--- src/rtl/monitor_host_link_pkg.sv ---
// Shared constants and FSM state types for the host side of the board monitor link.
// Optional checksum trailer: define MONITOR_HOST_CHECKSUM_EN.
package monitor_host_link_pkg;

    localparam logic [7:0] CMD_HDR   = 8'h5A;
    localparam logic [7:0] STAT_HDR  = 8'hA5;
    localparam logic [6:0] HEX_BLANK = 7'h7F;

`ifdef MONITOR_HOST_CHECKSUM_EN
    localparam int unsigned CMD_LEN  = 4;
    localparam int unsigned STAT_LEN = 10;
`else
    localparam int unsigned CMD_LEN  = 3;
    localparam int unsigned STAT_LEN = 9;
`endif

    typedef enum logic [2:0] {TxIdle, TxLoad, TxStart, TxData, TxStop, TxNext} tx_state_e;
    typedef enum logic {RxHunt, RxPayload} rx_state_e;

    // Command frame byte by index; snap is {KEY[3:0], SW[9:0]}.
    function automatic logic [7:0] cmd_byte(input logic [1:0] idx, input logic [13:0] snap);
        logic [7:0] b1;
        logic [7:0] b2;
        b1 = snap[7:0];
        b2 = {snap[13:10], 2'b00, snap[9:8]};
        case (idx)
            2'd0:    cmd_byte = CMD_HDR;
            2'd1:    cmd_byte = b1;
            2'd2:    cmd_byte = b2;
`ifdef MONITOR_HOST_CHECKSUM_EN
            default: cmd_byte = CMD_HDR ^ b1 ^ b2;
`else
            default: cmd_byte = CMD_HDR;
`endif
        endcase
    endfunction

endpackage

--- src/rtl/monitor_uart_rx_byte.sv ---
// 8N1 byte receiver: start-bit glitch rejection, mid-bit sampling, framing-error flag.
module monitor_uart_rx_byte #(
    parameter int unsigned Cpb = 5208
) (
    input  logic       clk_i,
    input  logic       rst_ni,
    input  logic       rx_i,
    output logic [7:0] data_o,
    output logic       valid_o,
    output logic       frame_err_o,
    output logic       busy_o
);

    localparam int unsigned CntW = $clog2(Cpb + 1);

    typedef enum logic [1:0] {StIdle, StStart, StData, StStop} state_e;

    state_e          state_q;
    logic [CntW-1:0] cnt_q;
    logic [2:0]      bit_q;
    logic [7:0]      shift_q;
    logic            rx_prev_q;

    assign busy_o = (state_q != StIdle);

    // Byte FSM; valid/frame_err are single-cycle registered pulses.
    always_ff @(posedge clk_i or negedge rst_ni) begin
        if (!rst_ni) begin
            state_q     <= StIdle;
            cnt_q       <= '0;
            bit_q       <= '0;
            shift_q     <= '0;
            rx_prev_q   <= 1'b1;
            data_o      <= '0;
            valid_o     <= 1'b0;
            frame_err_o <= 1'b0;
        end else begin
            valid_o     <= 1'b0;
            frame_err_o <= 1'b0;
            rx_prev_q   <= rx_i;
            case (state_q)
                StIdle: begin
                    if (rx_prev_q && !rx_i) begin
                        state_q <= StStart;
                        cnt_q   <= '0;
                    end
                end
                StStart: begin
                    if (cnt_q == CntW'(Cpb / 2 - 1)) begin
                        cnt_q <= '0;
                        bit_q <= '0;
                        // Line back high at mid-start means a glitch, not a start bit.
                        state_q <= rx_i ? StIdle : StData;
                    end else begin
                        cnt_q <= cnt_q + 1'b1;
                    end
                end
                StData: begin
                    if (cnt_q == CntW'(Cpb - 1)) begin
                        cnt_q   <= '0;
                        shift_q <= {rx_i, shift_q[7:1]};
                        if (bit_q == 3'd7) state_q <= StStop;
                        else               bit_q   <= bit_q + 1'b1;
                    end else begin
                        cnt_q <= cnt_q + 1'b1;
                    end
                end
                StStop: begin
                    if (cnt_q == CntW'(Cpb - 1)) begin
                        cnt_q   <= '0;
                        state_q <= StIdle;
                        if (rx_i) begin
                            data_o  <= shift_q;
                            valid_o <= 1'b1;
                        end else begin
                            frame_err_o <= 1'b1;
                        end
                    end else begin
                        cnt_q <= cnt_q + 1'b1;
                    end
                end
                default: state_q <= StIdle;
            endcase
        end
    end

endmodule

--- src/rtl/monitor_host_link.sv ---
// Host end of the board monitor UART link: sends {KEY,SW} command frames and mirrors
// the board's LED/HEX status frames. Optional checksum: MONITOR_HOST_CHECKSUM_EN.
module monitor_host_link
    import monitor_host_link_pkg::*;
#(
    parameter int unsigned baud  = 9600,
    parameter int unsigned clock = 50000000
) (
    input  logic       i_CLK,
    input  logic       i_RST,
    input  logic       i_RX,
    input  logic [9:0] i_SWITCH,
    input  logic [3:0] i_BUTTON,
    output logic       o_TX,
    output logic [9:0] o_LEDS,
    output logic [6:0] o_7S5,
    output logic [6:0] o_7S4,
    output logic [6:0] o_7S3,
    output logic [6:0] o_7S2,
    output logic [6:0] o_7S1,
    output logic [6:0] o_7S0,
    output logic       o_FRAME_OK,
    output logic       o_TX_BUSY
);

    localparam int unsigned Cpb     = clock / baud;
    localparam int unsigned CntW    = $clog2(Cpb + 1);
    localparam int unsigned Timeout = 16 * Cpb;
    localparam int unsigned ToW     = $clog2(Timeout + 1);
    localparam int unsigned HexShN  = STAT_LEN - 4;

    // Synchronised inputs; SW/KEY reset to all-ones so they match last_sent until real
    // values arrive, which keeps a stale zero snapshot from being sent after reset.
    logic       rx_s1_q, rx_s2_q;
    logic [9:0] sw_s1_q, sw_s2_q;
    logic [3:0] key_s1_q, key_s2_q;

    // Two-flop synchronisers for all asynchronous inputs.
    always_ff @(posedge i_CLK or negedge i_RST) begin
        if (!i_RST) begin
            rx_s1_q  <= 1'b1;
            rx_s2_q  <= 1'b1;
            sw_s1_q  <= '1;
            sw_s2_q  <= '1;
            key_s1_q <= '1;
            key_s2_q <= '1;
        end else begin
            rx_s1_q  <= i_RX;
            rx_s2_q  <= rx_s1_q;
            sw_s1_q  <= i_SWITCH;
            sw_s2_q  <= sw_s1_q;
            key_s1_q <= i_BUTTON;
            key_s2_q <= key_s1_q;
        end
    end

    tx_state_e       tx_state_q;
    logic [13:0]     last_sent_q;
    logic [7:0]      tx_shift_q;
    logic [CntW-1:0] tx_cnt_q;
    logic [2:0]      tx_bit_q;
    logic [1:0]      tx_idx_q;

    // TX serialiser. LOAD is the first cycle of the start bit and NEXT the last cycle
    // of the stop bit, so every bit is exactly Cpb clocks with no inter-byte gap.
    always_ff @(posedge i_CLK or negedge i_RST) begin
        if (!i_RST) begin
            tx_state_q  <= TxIdle;
            last_sent_q <= 14'h3FFF;
            tx_shift_q  <= '0;
            tx_cnt_q    <= '0;
            tx_bit_q    <= '0;
            tx_idx_q    <= '0;
            o_TX        <= 1'b1;
            o_TX_BUSY   <= 1'b0;
        end else begin
            case (tx_state_q)
                TxIdle: begin
                    if ({key_s2_q, sw_s2_q} != last_sent_q) begin
                        last_sent_q <= {key_s2_q, sw_s2_q};
                        tx_idx_q    <= '0;
                        o_TX        <= 1'b0;
                        o_TX_BUSY   <= 1'b1;
                        tx_state_q  <= TxLoad;
                    end
                end
                TxLoad: begin
                    tx_shift_q <= cmd_byte(tx_idx_q, last_sent_q);
                    tx_cnt_q   <= CntW'(1);
                    tx_state_q <= TxStart;
                end
                TxStart: begin
                    if (tx_cnt_q == CntW'(Cpb - 1)) begin
                        tx_cnt_q   <= '0;
                        tx_bit_q   <= '0;
                        o_TX       <= tx_shift_q[0];
                        tx_shift_q <= {1'b0, tx_shift_q[7:1]};
                        tx_state_q <= TxData;
                    end else begin
                        tx_cnt_q <= tx_cnt_q + 1'b1;
                    end
                end
                TxData: begin
                    if (tx_cnt_q == CntW'(Cpb - 1)) begin
                        tx_cnt_q <= '0;
                        if (tx_bit_q == 3'd7) begin
                            o_TX       <= 1'b1;
                            tx_state_q <= TxStop;
                        end else begin
                            o_TX       <= tx_shift_q[0];
                            tx_shift_q <= {1'b0, tx_shift_q[7:1]};
                            tx_bit_q   <= tx_bit_q + 1'b1;
                        end
                    end else begin
                        tx_cnt_q <= tx_cnt_q + 1'b1;
                    end
                end
                TxStop: begin
                    if (tx_cnt_q == CntW'(Cpb - 2)) begin
                        tx_cnt_q   <= '0;
                        tx_state_q <= TxNext;
                    end else begin
                        tx_cnt_q <= tx_cnt_q + 1'b1;
                    end
                end
                TxNext: begin
                    if (tx_idx_q == 2'(CMD_LEN - 1)) begin
                        o_TX_BUSY  <= 1'b0;
                        tx_state_q <= TxIdle;
                    end else begin
                        tx_idx_q   <= tx_idx_q + 1'b1;
                        tx_shift_q <= cmd_byte(tx_idx_q + 1'b1, last_sent_q);
                        o_TX       <= 1'b0;
                        tx_state_q <= TxStart;
                    end
                end
                default: tx_state_q <= TxIdle;
            endcase
        end
    end

    logic [7:0] byte_data;
    logic       byte_valid, byte_err, byte_busy;

    monitor_uart_rx_byte #(
        .Cpb(Cpb)
    ) u_rx_byte (
        .clk_i       (i_CLK),
        .rst_ni      (i_RST),
        .rx_i        (rx_s2_q),
        .data_o      (byte_data),
        .valid_o     (byte_valid),
        .frame_err_o (byte_err),
        .busy_o      (byte_busy)
    );

    rx_state_e      rx_state_q;
    logic [3:0]     rx_idx_q;
    logic [ToW-1:0] idle_cnt_q;
    logic [7:0]     led_lo_q;
    logic [1:0]     led_hi_q;
    logic [6:0]     hex_sh_q [0:HexShN-1];
    logic [2:0]     hex_wr;
    logic           commit_ok;
    logic [6:0]     last_hex;

    assign hex_wr = rx_idx_q[2:0] - 3'd2;

`ifdef MONITOR_HOST_CHECKSUM_EN
    logic [7:0] rx_csum_q;
    assign commit_ok = (byte_data == rx_csum_q);
    assign last_hex  = hex_sh_q[5];
`else
    assign commit_ok = 1'b1;
    assign last_hex  = byte_data[6:0];
`endif

    // RX frame FSM: collect payload into a shadow and publish it atomically.
    always_ff @(posedge i_CLK or negedge i_RST) begin
        if (!i_RST) begin
            rx_state_q <= RxHunt;
            rx_idx_q   <= '0;
            idle_cnt_q <= '0;
            led_lo_q   <= '0;
            led_hi_q   <= '0;
            for (int i = 0; i < HexShN; i++) hex_sh_q[i] <= HEX_BLANK;
`ifdef MONITOR_HOST_CHECKSUM_EN
            rx_csum_q  <= '0;
`endif
            o_LEDS     <= '0;
            o_7S0      <= HEX_BLANK;
            o_7S1      <= HEX_BLANK;
            o_7S2      <= HEX_BLANK;
            o_7S3      <= HEX_BLANK;
            o_7S4      <= HEX_BLANK;
            o_7S5      <= HEX_BLANK;
            o_FRAME_OK <= 1'b0;
        end else begin
            o_FRAME_OK <= 1'b0;
            case (rx_state_q)
                RxHunt: begin
                    idle_cnt_q <= '0;
                    if (byte_valid && byte_data == STAT_HDR) begin
                        rx_idx_q   <= '0;
                        rx_state_q <= RxPayload;
`ifdef MONITOR_HOST_CHECKSUM_EN
                        rx_csum_q  <= byte_data;
`endif
                    end
                end
                RxPayload: begin
                    if (byte_err) begin
                        rx_state_q <= RxHunt;
                    end else if (byte_valid) begin
                        idle_cnt_q <= '0;
`ifdef MONITOR_HOST_CHECKSUM_EN
                        rx_csum_q  <= rx_csum_q ^ byte_data;
`endif
                        if (rx_idx_q == 4'(STAT_LEN - 2)) begin
                            rx_state_q <= RxHunt;
                            if (commit_ok) begin
                                o_LEDS     <= {led_hi_q, led_lo_q};
                                o_7S0      <= hex_sh_q[0];
                                o_7S1      <= hex_sh_q[1];
                                o_7S2      <= hex_sh_q[2];
                                o_7S3      <= hex_sh_q[3];
                                o_7S4      <= hex_sh_q[4];
                                o_7S5      <= last_hex;
                                o_FRAME_OK <= 1'b1;
                            end
                        end else begin
                            rx_idx_q <= rx_idx_q + 1'b1;
                            if (rx_idx_q == 4'd0)      led_lo_q         <= byte_data;
                            else if (rx_idx_q == 4'd1) led_hi_q         <= byte_data[1:0];
                            else                       hex_sh_q[hex_wr] <= byte_data[6:0];
                        end
                    end else if (byte_busy) begin
                        idle_cnt_q <= '0;
                    end else if (idle_cnt_q == ToW'(Timeout)) begin
                        rx_state_q <= RxHunt;
                    end else begin
                        idle_cnt_q <= idle_cnt_q + 1'b1;
                    end
                end
                default: rx_state_q <= RxHunt;
            endcase
        end
    end

endmodule

--- config.mk ---
export PLATFORM = sky130hd
export DESIGN_NAME = monitor_host_link
export DESIGN_NICKNAME = d
export VERILOG_FILES = /design/src/rtl/monitor_host_link_pkg.sv /design/src/rtl/monitor_uart_rx_byte.sv /design/src/rtl/monitor_host_link.sv
export SDC_FILE = /design/constraint.sdc
export NUM_CORES = 1
export LEC_CHECK = 0
export ABC_AREA = 1
export CAP_MARGIN = 15
export CORE_MARGIN = 5
export CORE_UTILIZATION = 35
export CTS_CLUSTER_DIAMETER = 50
export DETAILED_ROUTE_END_ITERATION = 16
export GPL_TIMING_DRIVEN = 0
export SYNTH_ARGS = -nofsm -noshare
export SYNTH_HDL_FRONTEND = slang
export SYNTH_HIERARCHICAL = 1
export SYNTH_SLANG_ARGS = --single-unit
--- constraint.sdc ---
create_clock -name i_CLK -period 5.69 [get_ports i_CLK]
set_clock_uncertainty 0.05 [all_clocks]
set_input_delay 0.8535 -clock i_CLK [delete_from_list [all_inputs] [get_ports i_CLK]]
set_output_delay 0.8535 -clock i_CLK [all_outputs]
set_load 0.005 [all_outputs]
After elaboration in Yosys (flattened, before gate mapping)
Cells that the tools add are included.

Register bits after elaboration: 232.

Add/sub/neg operators: 8. Order comparisons: 2. Equal/unequal tests: 42. Multiplexer cells: 78. Bitwise logic cells: 6. Reductions and logical operators: 33.

Operator list (number): 13-bit case mux with 3 select lines (2); 17-bit two-way mux (4); 13-bit two-way mux (5); 13-bit equality test (second input constant) (3); 35-bit bitwise mux (1); 17-bit case mux with 2 select lines (1); 3-bit two-way mux (11); 8-bit two-way mux (4); 8-bit case mux with 2 select lines (2); 8-bit case mux with 4 select lines (1); 13-bit by 1-bit adder with 13-bit output (second input constant) (2); 5-bit AND reduction (5); 2-bit inequality test (second input constant) (12); 1-bit two-way mux (23); 7-bit demux with 3-bit select (1); 2-bit two-way mux (9); 3-bit case mux with 6 select lines (1); 17-bit by 1-bit adder with 17-bit output (second input constant) (1); 17-bit equality test (second input constant) (1); 4-bit two-way mux (4); 4-bit AND reduction (4); 14-bit inequality test (1); 13-bit by 12-bit equality test with 1-bit output (second input constant) (1); 3-bit equality test (second input constant) (4); other kinds (36) (66).

Depth between registers and ports, before layout
Gate-level depths: netlist of the first run.

Depth after elaboration: 7. Depth in mapped cells: 12.

By module
The synthesis of the first run kept the hierarchy.

By module, submodules not included: monitor_host_link (times used 1, cells an instance 1030, area each 9018.6 um2, seq. area each 5032.3 um2); monitor_uart_rx_byte (times used 1, cells an instance 226, area each 1819.2 um2, seq. area each 927.1 um2).

Least setup slack after synthesis of the first run
No wires, ideal clock.

Path type: register to register. From: reg rx_idx_q[1]. To: reg hex_sh_q[10] in the netlist's numbering. Library setup time: 0.080 ns. Data arrival time: 1.760 ns. Setup slack: 3.800 ns. Cell stages (with the launch flop): 10. Buffers on the path: 1. Cell sequence: dfrtp_1 -> inv_1 -> ha_1 -> nand3_2 -> nand2_2 -> nor2_8 -> nand4_4 -> buf_6 -> nand2_1 -> o21ai_2.

Longest elaborated chain between the ends: 7.

RTL lines: from (decl) (RTL line monitor_host_link.sv:158) `logic [3:0] rx_idx_q;`; from (signal assigned) (RTL line monitor_host_link.sv:232) `rx_idx_q <= rx_idx_q + 1'b1;`; 3-bit by 2-bit subtractor with 3-bit output (RTL line monitor_host_link.sv:167) `assign hex_wr = rx_idx_q[2:0] - 3'd2;`; 3-bit inverter with 4-bit output (implied by the code) (RTL line monitor_host_link.sv:235) `else hex_sh_q[hex_wr] <= byte_data[6:0];`; 4-bit greater-or-equal comparator (implied by the code) or 4-bit by 1-bit < comparator with 1-bit output (tied branches) (RTL line monitor_host_link.sv:235); 1-bit logical AND (implied by the code) (RTL line monitor_host_link.sv:235); 7-bit two-way mux (implied by the code) (RTL line monitor_host_link.sv:235); 7-bit demux with 3-bit select (RTL line monitor_host_link.sv:235); 35-bit bitwise mux (RTL line monitor_host_link.sv:235); to (signal, indexed assignment) (RTL line monitor_host_link.sv:235); to (decl) (RTL line monitor_host_link.sv:162) `logic [6:0] hex_sh_q [0:HexShN-1];`.

Several ways; a longest one is shown, not always the timed one. A chain may end at the register's enable or synchronous reset.

Worst setup path in the final report of the first run
From: reg o_7S4[6]. To: out o_7S4[6].

RTL lines: from (decl) (RTL line monitor_host_link.sv:17) `output logic [6:0] o_7S4,`; from (signal assigned) (RTL line monitor_host_link.sv:227) `o_7S4 <= hex_sh_q[4];`.

No word-level cell between the ends.

==> metrics.cfg, run 1 <==
[power_and_ir_drop]
p_leak_nw = 5.81
peakVddDrop_uv = 246
power_density_nw_per_um2 = 372

[setup_path]
crit_cells = 1
ff2ff_path_depth = 8
cp-end-kind = output port
critPathSlowestCell = dfstp_2
cp-start-kind = flip-flop
rrSetupSlack_ns = 3.44
cp_max_fo = 2
cp_cell_sequence = clkdlybuf4s50_1
r2r-start = rx_idx_q[1]$_DFFE_PN0P_
worstPathArrival_ns = 1.60
crit_path_end = o_7S4[6]
crit_family = flip-flops
crit_start = o_7S4[6]$_DFFE_PN1P_
max_stage_delay_ns = 0.53
critPathBufInv = 1
rr_endpoint = o_7S0[6]$_DFFE_PN1P_
critPathRequiredTime_ns = 4.79
path_class = reg2out

[layout]
fillers = 3002
drive_above_1_share = 0.190
utilization = 0.429
layout_commonest_cell = nand2_1
diodes = 0
mostFrequentLayoutCells = nand2_1 (449), inv_1 (127), dfstp_2 (123)
nNetsFinal = 1393
syn_to_final_growth_pct = 21.2

[die]
core_sq_um = 30600
die_x_um = 186
ios = 72
dieHeight_um = 186
start_util = 0.354
die_area_sq_um = 34600
row_count = 64

[outcome]
status = completed

[placement]
gp_congestion = 0.828
place.port_buffers = 71
post-dp-hpwl_um = 16900

[global_route]
grt_pass1_wl_um = 41500
grt_overflow = 0
grt_usage = 0.142
grt_busiest_layer = met2
grt_use_met1 = 0.201
antenna_found_initial = 0
met3_usage = 0.0215
grt_max_degree = 119
grt_util_met2 = 0.230
grt_pass1_vias = 8413

[cts]
post-cts-setup-buffer-count = 0
clk_path_buf_depth = 3
ctsHoldBuffers = 0
cts_resized = 0
clkTransAtPathRegs_ns = 0.06
clkLatencyLatePin_ns = 0.56
cts_buffers = 30
cts_max_level = 1
root_buffer = clkbuf_16
cts_tree = done
cts.sinks = 232

[route]
drt_iter0_drc = 363
vias = 8300
drt_first_pass_iters = 5
routedWlPerCell_um = 13.5
via_per_inst = 4.67
drt-total-wl_um = 24000
ant_nets = 0
drcViolationCount = 0

[synth]
synth_area_sq_um = 10800
ys_types = 42
syn-num-nets = 1289
yosys_register_bits = 232
ys_seq_area_frac = 0.550
syn_inst = 1256
yosysWarnings = 6
syn_avg_cell_area_sq_um = 8.63

[timing]
fin_crit_sh = 0.441
slew_headroom = 0.389
period_needed_ns = 2.51
setup_viol_count_final = 0
finalMaxSlewViolations = 0
grt_setup_unrepaired = no
hold_violations = 0
worst_slew_pin_slew_ns = 0.917
fmax_ghz = 0.399
timing.hold.ws_ns = 0.295

[hold_path]
hold_path.class = in2async

[run]
cap_violations = 0

power by group:
group          leakage (nW)  internal [mW]  switching [mW]  total, mW
logic                  2.52          0.330           0.638      0.967
registers              2.77           1.84           0.119       1.96
clock network         0.515           1.21           0.738       1.95
flip-flops by register name, summed over array words and instances (netlist names), 8 cells and up, named ones only:
register	count
u_rx_byte/shift_q	8
idle_cnt_q	17
sw_s1_q	10
led_lo_q	8
tx_cnt_q	13
u_rx_byte/cnt_q	13
u_rx_byte/data_o	8
hex_sh_q	35
o_LEDS	10
last_sent_q	14
sw_s2_q	10
tx_shift_q	8
synth_stat cells:
cell / number / area share
a21oi_1: 5 / 0.0023
a21oi_2: 1 / 0.00081
a22oi_1: 1 / 0.00069
a2bb2oi_1: 1 / 0.00081
and2_4: 1 / 0.00081
buf_2: 10 / 0.0046
buf_6: 10 / 0.010
clkbuf_1: 9 / 0.0031
clkinv_1: 1 / 0.00035
dfrtp_1: 109 / 0.25
dfstp_2: 123 / 0.30
ha_1: 16 / 0.018
inv_1: 127 / 0.044
inv_2: 14 / 0.0048
inv_4: 1 / 0.00058
inv_6: 1 / 0.00081
nand2_1: 449 / 0.16
nand2_2: 7 / 0.0040
nand2_4: 2 / 0.0021
nand3_1: 69 / 0.032
nand3_2: 1 / 0.00092
nand3_4: 1 / 0.0016
nand3b_1: 2 / 0.0014
nand4_1: 13 / 0.0075
nand4_4: 5 / 0.0098
nor2_1: 70 / 0.024
nor2_2: 8 / 0.0046
nor2_4: 2 / 0.0021
nor2_8: 1 / 0.0018
nor3_1: 10 / 0.0046
nor3_2: 2 / 0.0018
nor4_1: 2 / 0.0012
o211ai_1: 10 / 0.0069
o21ai_0: 78 / 0.036
o21ai_1: 35 / 0.016
o21ai_2: 18 / 0.015
o21bai_1: 2 / 0.0014
o221ai_1: 1 / 0.00081
o22ai_1: 18 / 0.010
o41ai_1: 1 / 0.00081
xnor2_1: 3 / 0.0024
xor2_1: 16 / 0.013
area by class of cell:
class	count	area, sq um	area share
Clock inverter	16	193	0.0147
Buffer	29	196	0.0150
Sequential cell	232	5960	0.454
Multi-Input combinational cell	851	4130	0.315
Timing Repair Buffer	72	743	0.0566
Tap cell	396	495	0.0377
Inverter	144	548	0.0417
Clock buffer	39	866	0.0659
kinds of logic (layout without fill, tap and decap cells):
kind of cell,count (synthesis),after routing,share of synthesized area
adders and majority gates,16,16,0.0185
buffers and inverters,173,300,0.0687
and+or+nand+nor,645,645,0.256
DFF,232,232,0.550
xor gates and xnor gates,19,19,0.0154
AOI/OAI and AO/OA,171,171,0.0917
metal layers:
metal | vias up | share of wire
li1 | 4213 | -
met1 | 3925 | 0.48
met2 | 121 | 0.46
met3 | 41 | 0.038
met4 | 0 | 0.024
met5 | - | 0
through the flow:
stage	cell area, sq um	setup slack, ns	TNS (ns)	instances	total power, mW
after floorplan	10800	3.80	0	1256	2.68
after global placement	12000	-6.17	-1052.23	1723	2.94
after detailed placement	12100	3.45	0	1724	2.96
after CTS	13100	3.13	0	1779	4.95
after global routing	13100	3.13	0	1779	5.19
final	13100	3.18	0	1779	4.88
worst min path at each step:
stage / startpoint / end / slack [ns] / cells after the start
6_report: i_RST / led_lo_q[1]$_DFFE_PN0P_ / 0.29 / 1
4_1_cts: key_s1_q[0]$_DFF_PN1_ / key_s2_q[0]$_DFF_PN1_ / 0.30 / 0
5_1_grt: key_s1_q[0]$_DFF_PN1_ / key_s2_q[0]$_DFF_PN1_ / 0.30 / 0
3_3_place_gp: rx_s1_q$_DFF_PN1_ / rx_s2_q$_DFF_PN1_ / 0.30 / 0
2_1_floorplan: key_s1_q[0]$_DFF_PN1_ / key_s2_q[0]$_DFF_PN1_ / 0.30 / 0
3_5_place_dp: key_s1_q[0]$_DFF_PN1_ / key_s2_q[0]$_DFF_PN1_ / 0.30 / 0
(Power assumes the default switching activity.)
==> inputs of run 2 (changes only) <==
clock period = 2.1 ns   (was 5.69 ns; I/O delays follow)
==> run 2 against run 1 <==
Die area is the same. Wire length grew 0.38%. Utilization grew 0.23 points. Cell area grew 0.54%. Clock-buffer cell count is the same. Hold slack lost 0.18 ns. Via count grew 0.16%. Sequential power grew to 2.7 times the previous value. Cell count grew 0.17%. Clock power grew to 2.7 times the previous value. Worst setup slack lost 3.1 ns. Sequential share of layout area shrank 0.23 points.
==> metrics.cfg, run 2 (synthesis results as in run 1) <==
[run]
cap_violations = 0  ; unchanged

[global_route]
grt_max_degree = 119  ; unchanged
grt_usage = 0.143  ; about the same
grt_overflow = 0  ; unchanged
grt_pass1_wl_um = 41500  ; about the same
antenna_found_initial = 0  ; unchanged
grt_pass1_vias = 8420  ; +0.083%

[timing]
hold_violations = 0  ; unchanged
period_needed_ns = 1.97
grt_setup_unrepaired = no
fin_crit_sh = 0.938
fin_setup_tns_ns = 0  ; unchanged
slew_headroom = 0.396  ; +0.00693
setup_viol_count_final = 0  ; unchanged
worst_slew_pin_slew_ns = 0.906  ; -0.0104 ns
fmax_ghz = 0.508
finalMaxSlewViolations = 0  ; unchanged

[layout]
syn_to_final_growth_pct = 21.9
layout_commonest_cell = nand2_1
largest_reg_flops = 35  ; unchanged
mostFrequentLayoutCells = nand2_1 (447), inv_1 (126), dfstp_2 (123)
utilization = 0.432  ; +0.00233
top_register = hex_sh_q
top_regs = hex_sh_q: 35 flops, idle_cnt_q: 17 flops, last_sent_q: 14 flops
diodes = 0  ; unchanged
fin_area_sq_um = 13200  ; +0.54%
nNetsFinal = 1396  ; +0.22%
drive_above_1_share = 0.197  ; +0.00680

[route]
routedWlPerCell_um = 13.5  ; +0.21%
vias = 8313  ; +0.16%
drcViolationCount = 0  ; unchanged
drt_iter0_drc = 350  ; -3.6%
ant_nets = 0  ; unchanged
via_per_inst = 4.66  ; about the same
drt-total-wl_um = 24100  ; +0.38%
drt_first_pass_iters = 4  ; -1

[cts]
clkLatencyLatePin_ns = 0.56  ; about the same
clkTransAtPathRegs_ns = 0.06  ; about the same
root_buffer = clkbuf_16
cts.sinks = 232  ; unchanged
cts_max_level = 1  ; unchanged
cts_buffers = 30  ; unchanged
cts_tree = done
clk_path_buf_depth = 3  ; unchanged

[setup_path]
worstPathArrival_ns = 1.60  ; about the same
path_class = reg2out
cp-start-kind = flip-flop
rrSetupSlack_ns = 0.15  ; -3.29 ns
rr_endpoint = o_7S0[6]$_DFFE_PN1P_
crit_start = o_7S4[6]$_DFFE_PN1P_
critPathSlowestCell = dfstp_2
cp_cell_sequence = clkdlybuf4s50_1
ff2ff_path_depth = 8  ; unchanged
r2r-start = rx_idx_q[0]$_DFFE_PN0P_
crit_path_end = o_7S4[6]
max_stage_delay_ns = 0.53  ; about the same
crit_family = flip-flops
critPathRequiredTime_ns = 1.74  ; -3.05 ns
cp_max_fo = 2  ; unchanged
cp-end-kind = output port
crit_cells = 1  ; unchanged
critPathBufInv = 1  ; unchanged

[power_and_ir_drop]
p_leak_nw = 5.82  ; +0.32%
power_density_nw_per_um2 = 1000  ; +170%
peakVddDrop_uv = 679  ; +180%

[hold_path]
hold_path.class = in2reg
worstHoldStart = i_SWITCH[0]

[placement]
dpl_cell_area_sq_um = 12100  ; unchanged
gp_congestion = 0.828  ; unchanged
post-dp-hpwl_um = 16900  ; unchanged
place.port_buffers = 71  ; unchanged

[outcome]
status = completed

[die]
row_count = 64  ; unchanged
die_area_sq_um = 34600  ; unchanged
dieHeight_um = 186  ; unchanged
die_x_um = 186  ; unchanged
start_util = 0.354  ; unchanged
core_sq_um = 30600  ; unchanged
ios = 72  ; unchanged

[run 2: layer usage]
metal | track usage | vias to the layer above | part of all wire
li1 | - | 4223 | -
met1 | 0.201 | 3941 | 0.48
met2 | 0.231 | 108 | 0.46
met3 | 0.0215 | 41 | 0.034
met4 | 0.0388 | 0 | 0.023
met5 | 0 | - | 0
[run 2: worst min-delay path by stage]
stage	to	slack, ns	cells past startpoint
after floorplan	idle_cnt_q[0]$_DFFE_PN0P_	-0.03	0
after global placement	rx_s2_q$_DFF_PN1_	0.30	0
after detailed placement	key_s2_q[0]$_DFF_PN1_	0.30	0
after CTS	sw_s1_q[9]$_DFF_PN1_	0.08	1
after global routing	key_s1_q[2]$_DFF_PN1_	0.1	1
final	sw_s1_q[0]$_DFF_PN1_	0.11	1
[run 2: cell type report]
class                           instances  area, sq um
Clock buffer                           39          866
Inverter                              144          548
Sequential cell                       232         5960
Tap cell                              396          495
Timing Repair Buffer                   75          768
Buffer                                 29          208
Clock inverter                         16          193
Multi-Input combinational cell        851         4170
Fill cell                            3004        17400
[run 2: stage by stage]
step	hold WS, ns	worst slack, ns	power, mW	cells
6_report	0.111	0.130	13.3	1782
3_3_place_gp	0.296	-9.22	7.95	1723
5_1_grt	0.0973	0.00602	14.1	1782
4_1_cts	0.0771	0.0740	13.4	1780
3_5_place_dp	0.297	-0.142	8.03	1724
2_1_floorplan	-0.0306	0.210	7.26	1256
[run 2: repair_timing]
action	CTS	global route
setup endpoints to repair	58	31
hold buffers	1	0
resized for setup	5	13
setup buffers	0	2
hold endpoints to repair	35	0
[run 2: where the power goes]
| part | total, mW | internal [mW] | switching [mW] |
|---|---|---|---|
| Combinational | 2.66 | 0.919 | 1.74 |
| Sequential | 5.32 | 4.99 | 0.325 |
| Clock | 5.29 | 3.29 | 2.00 |
